===== config.mk =====
export PLATFORM = sky130hd
export DESIGN_NAME = nibble_serial_adder
export DESIGN_NICKNAME = d
export VERILOG_FILES = /design/src/rtl/nsa_pkg.sv /design/src/rtl/nibble_csel_add.sv /design/src/rtl/nibble_serial_adder.sv
export SDC_FILE = /design/constraint.sdc
export NUM_CORES = 1
export LEC_CHECK = 0
export CORE_MARGIN = 4
export CORE_UTILIZATION = 40
export CTS_BUF_LIST = sky130_fd_sc_hd__clkbuf_8
export DETAILED_ROUTE_END_ITERATION = 10
export GPL_ROUTABILITY_DRIVEN = 0
export PLACE_DENSITY = 0.66
export SYNTH_ARGS = -nofsm -noshare
export SYNTH_HDL_FRONTEND = slang
export SYNTH_HIERARCHICAL = 1
export SYNTH_SLANG_ARGS = --single-unit

===== constraint.sdc =====
create_clock -name Clk -period 2.05 [get_ports Clk]
set_clock_uncertainty 0.1 [all_clocks]
set_input_delay 0.41 -clock Clk [delete_from_list [all_inputs] [get_ports Clk]]
set_output_delay 0.41 -clock Clk [all_outputs]
set_load 0.01 [all_outputs]

===== src/rtl/nsa_pkg.sv =====
// Shared types and constants for the nibble-serial adder.
package nsa_pkg;

  localparam int NIBBLE = 4;

  typedef enum logic [1:0] {
    IDLE = 2'd0,
    RUN  = 2'd1,
    DONE = 2'd2
  } state_t;

endpackage


===== src/rtl/nibble_csel_add.sv =====
// 4-bit carry-select add slice: both carry-in cases are summed, Cin picks one.
// Latency: combinational. Backpressure: none.
module nibble_csel_add
  import nsa_pkg::*;
(
  input  logic [NIBBLE-1:0] A,
  input  logic [NIBBLE-1:0] B,
  input  logic              Cin,
  output logic [NIBBLE-1:0] S,
  output logic              Cout
);

  logic [NIBBLE:0] sum_c0;
  logic [NIBBLE:0] sum_c1;

  assign sum_c0 = {1'b0, A} + {1'b0, B};
  assign sum_c1 = {1'b0, A} + {1'b0, B} + {{NIBBLE{1'b0}}, 1'b1};

  assign S    = Cin ? sum_c1[NIBBLE-1:0] : sum_c0[NIBBLE-1:0];
  assign Cout = Cin ? sum_c1[NIBBLE]     : sum_c0[NIBBLE];

endmodule


===== src/rtl/nibble_serial_adder.sv =====
// Serial WIDTH-bit adder, one nibble per clock through one carry-select slice; SUB_EN adds A-B.
// Latency: Done N=WIDTH/4 cycles after the accepting edge. Backpressure: Start ignored while Busy.
module nibble_serial_adder
  import nsa_pkg::*;
#(
  parameter int WIDTH = 16
) (
  input  logic             Clk,
  input  logic             Reset_n,
  input  logic             Start,
  input  logic [WIDTH-1:0] A,
  input  logic [WIDTH-1:0] B,
  input  logic             Cin,
`ifdef SUB_EN
  input  logic             Sub,
`endif
  output logic             Busy,
  output logic             Done,
  output logic [WIDTH-1:0] Sum,
  output logic             Cout
);

  localparam int N        = WIDTH / NIBBLE;
  localparam int CNT_W    = $clog2(N) + 1;
  localparam logic [CNT_W-1:0] LAST_CNT = CNT_W'(N - 1);

  state_t             state_q, state_d;
  logic               accept;
  logic               last_nib;
  logic [CNT_W-1:0]   cnt_q;
  logic [WIDTH-1:0]   a_sh, b_sh, sum_sh;
  logic               carry_q;
  logic [WIDTH-1:0]   sum_q;
  logic               cout_q;
  logic [NIBBLE-1:0]  slice_s;
  logic               slice_c;
  logic [WIDTH-1:0]   b_in;
  logic               cin_in;
  logic [WIDTH-1:0]   sum_next;

`ifdef SUB_EN
  // Two's-complement subtract: invert B and inject a carry of one.
  assign b_in   = Sub ? ~B : B;
  assign cin_in = Sub ? 1'b1 : Cin;
`else
  assign b_in   = B;
  assign cin_in = Cin;
`endif

  nibble_csel_add u_slice (
    .A    (a_sh[NIBBLE-1:0]),
    .B    (b_sh[NIBBLE-1:0]),
    .Cin  (carry_q),
    .S    (slice_s),
    .Cout (slice_c)
  );

  assign sum_next = {slice_s, sum_sh[WIDTH-1:NIBBLE]};

  always_ff @(posedge Clk or negedge Reset_n) begin
    if (!Reset_n) state_q <= IDLE;
    else          state_q <= state_d;
  end

  always_comb begin
    state_d  = state_q;
    accept   = 1'b0;
    last_nib = 1'b0;
    case (state_q)
      IDLE: if (Start) begin
        state_d = RUN;
        accept  = 1'b1;
      end
      RUN: if (cnt_q == LAST_CNT) begin
        state_d  = DONE;
        last_nib = 1'b1;
      end
      DONE:    state_d = IDLE;
      default: state_d = IDLE;
    endcase
  end

  assign Busy = (state_q != IDLE);
  assign Done = (state_q == DONE);
  assign Sum  = sum_q;
  assign Cout = cout_q;

  always_ff @(posedge Clk or negedge Reset_n) begin
    if (!Reset_n) begin
      cnt_q   <= '0;
      a_sh    <= '0;
      b_sh    <= '0;
      sum_sh  <= '0;
      carry_q <= 1'b0;
      sum_q   <= '0;
      cout_q  <= 1'b0;
    end else if (accept) begin
      cnt_q   <= '0;
      a_sh    <= A;
      b_sh    <= b_in;
      sum_sh  <= '0;
      carry_q <= cin_in;
    end else if (state_q == RUN) begin
      cnt_q   <= cnt_q + CNT_W'(1);
      a_sh    <= a_sh >> NIBBLE;
      b_sh    <= b_sh >> NIBBLE;
      sum_sh  <= sum_next;
      carry_q <= slice_c;
      // Outputs change only as the last nibble completes, never with partial sums.
      if (last_nib) begin
        sum_q  <= sum_next;
        cout_q <= slice_c;
      end
    end
  end

endmodule


==> results.ini <==
[run_status]
run_status=complete, but fails checks
violations=negative setup slack

[clocking]
cts_tree=built
htreeDepth=3
cts-root-buf=clkbuf_8
cts_num_sinks=67
path_clk_slew_ns=0.07
clock_path_buffers=2
numCtsBuffers=9
clk_latency_ns=0.34

[yosys]
synth_area_leaders=dfrtp_1, a22o_1, o22ai_1
syn_nets=300
avgSynthCellArea_um2=12.0
synth.cell_area_mm2=0.00307
synth_seq_cells=67
synth.lib_cells_used.distinct=41
synth_top_area_share_pct=54.6
syn_inst=256
yosysTopAreaCell=dfrtp_1
ys_seq_area_share_pct=54.6
yosys_warnings=6

[detailed_routing]
ant_nets=0
vias=2344
dr.pass1.iters=4
routed_wl_mm=7.43
wl_per_cell_um=17.0
drc=0
viasPerCell=5.36
drt_iter0_drc=133

[die]
dieArea_mm2=0.00915
core_mm2=0.00737
die_w_um=95.6
start_util_pct=41.7
rows=31
ios=55
die_h_um=95.6

[sta]
rsz0062_at_grt=yes
period_needed_ns=2.24
tns_ns=-0.816
slew_violations=0
worstMarginPinSlew_ns=0.609
max_freq_mhz=447
fin_crit_sh_pct=109
finalWorstSetupSlack_ns=-0.188
hold_viol=0
slew_headroom_pct=59.4
setup-violations-final=7
whs_ns=0.403

[power_and_ir_drop]
p_leak_nw=1.81
p_per_area_mw_per_mm2=1770
combPwrFrac_pct=53.7
netSwitchingFraction_pct=37.6
clock_power_share_pct=12.8
internal-power_mw=4.48
ir_drop_uv=602
seqPwrFrac_pct=33.4
switching_power_mw=2.70

[global_routing]
grt_use_met2_pct=24.5
grtUsageMet3_pct=3.39
grt_max_degree=68
grt_use_total_pct=17.3
gr-total-overflow=0
grt_pass1_vias=2375
grt_pass1_wl_mm=11.9
busiest_layer=met1
grtUsageMet1_pct=24.8
antenna_found_initial=0

[placement]
dpl.hpwl_mm=5.03
port_buffers=54

[critical_path]
required_ns=2.21
cp_max_fo=4
crit_path_start_kind=register
crit_arrival_ns=2.40
worstSetupEndpointType=register
r2r-start=a_sh[0]
worstSetupStartpoint=a_sh[0]
critPathKind=register to register

[min_path]
hp-class=register to register
holdCritStartpoint=cnt_q[0]

[layout]
n_antenna_cell=0
syn_to_final_growth_pct=32.0
nets=377
drive_gt1_share_pct=24.3

[job]
cap_violations=0

power groups by stage:
stage                     sequential, mW  clock [mW]  combinational [mW]
after detailed placement            2.41           0                3.44
after global placement              2.39           0                3.34
after floorplan                     2.34           0                2.31
after global routing                2.48        1.01                4.23
after CTS                           2.40       0.944                3.63
final                               2.40       0.921                3.86
metrics by stage:
step	util, %	area (µm²)	cells	worst slack, ns	total power, mW
after global placement	51.3	3780	414	-0.149	5.73
after floorplan	-	3080	256	-0.122	4.65
after global routing	55.0	4050	437	-0.295	7.72
after CTS	54.2	4000	434	-0.212	6.97
final	55.0	4050	437	-0.188	7.18
after detailed placement	51.3	3780	414	-0.233	5.85
worst max-delay path, stage by stage (launching register included):
cell,delay (ns)
dfrtp_1,0.39
ha_2,0.21
fa_2,0.56
ha_4,0.14
and3_4,0.22
o221ai_2,0.10
a32oi_2,0.20
o22ai_2,0.09
nor3_2,0.16
routing by layer:
layer | part of all wire (%) | vias to the layer above
li1 | - | 1104
met1 | 46 | 1167
met2 | 47 | 60
met3 | 4.5 | 13
met4 | 2.1 | 0
met5 | 0 | -
kinds of logic after synthesis:
family / after synthesis / synth area share (%)
fa+ha+maj: 8 / 3.50
simple gates: 58 / 9.41
flops: 67 / 54.6
mux: 18 / 7.70
compound gates: 77 / 18.3
xor+xnor: 4 / 1.14
buf+inv: 24 / 5.38
state kept, by name (all words and copies together), names as in the netlist:
name	count
Sum	16
a_sh	16
b_sh	16
sum_sh	12
cnt_q	3
state_q	2
Cout	1
carry_q	1
path summary, 6_finish.rpt:
path,endpoint,slack (ns),cells past startpoint
max in group asynchronous,state_q[1],1.00,3
max reg2reg,carry_q,-0.19,8
min in group asynchronous,b_sh[15],0.50,3
max,carry_q,-0.19,8
min,cnt_q[0],0.40,1
min reg2reg,cnt_q[0],0.40,1
cells in the final DEF (no fill, tap or decap), types with 2 or more instances in the layout:
cell	instances
clkinv_2	2
o22ai_1	24
nor2_2	3
o32ai_1	9
clkbuf_8	9
clkinv_4	3
mux2_2	7
clkdlybuf4s50_1	51
nand2_1	7
inv_1	7
a21oi_1	15
mux2_4	11
ha_1	5
buf_4	27
nor2_1	27
a32oi_1	3
nand2b_1	2
dlygate4sd2_1	2
nor3_1	9
xnor2_1	2
dfrtp_2	2
a22o_1	18
dfrtp_1	65
xor2_1	2
synthesized netlist by cell type (all sizes together):
master and instances:
nand3 1, o21ba 1, a22o 18, o22ai 25, nand2b 2, and3 2
or2 2, a32oi 4, xor2 2, inv 4, nand4 1, and2 1
a21oi 15, xnor2 2, o31ai 1, nor3 10, ha 7, o32ai 9
buf 14, o221ai 1, o21bai 1, nand4b 1, o21ai 1, nand2 7
mux2 18, fa 1, a21o 1, clkbuf 4, dfrtp 67, nor2 31
clkinv 2
what timing repair did:
action / CTS / global route
hold buffers: 1 / 0
gates resized for setup: 8 / 6
endpoints found under the setup margin: 10 / 8
endpoints found under the hold margin: 67 / 0
setup buffers: 3 / 4
pin swaps: 4 / 3
final cells by class:
type                            instances  area (µm²)
Fill cell                             650        3320
Sequential cell                        67        1680
Multi-Input combinational cell        165        1280
Timing Repair Buffer                   84         777
Clock buffer                            9         124
Tap cell                               99         124
Clock inverter                          7        38.8
Inverter                                6        27.5
Note: power is estimated with default switching activity, not from simulation.
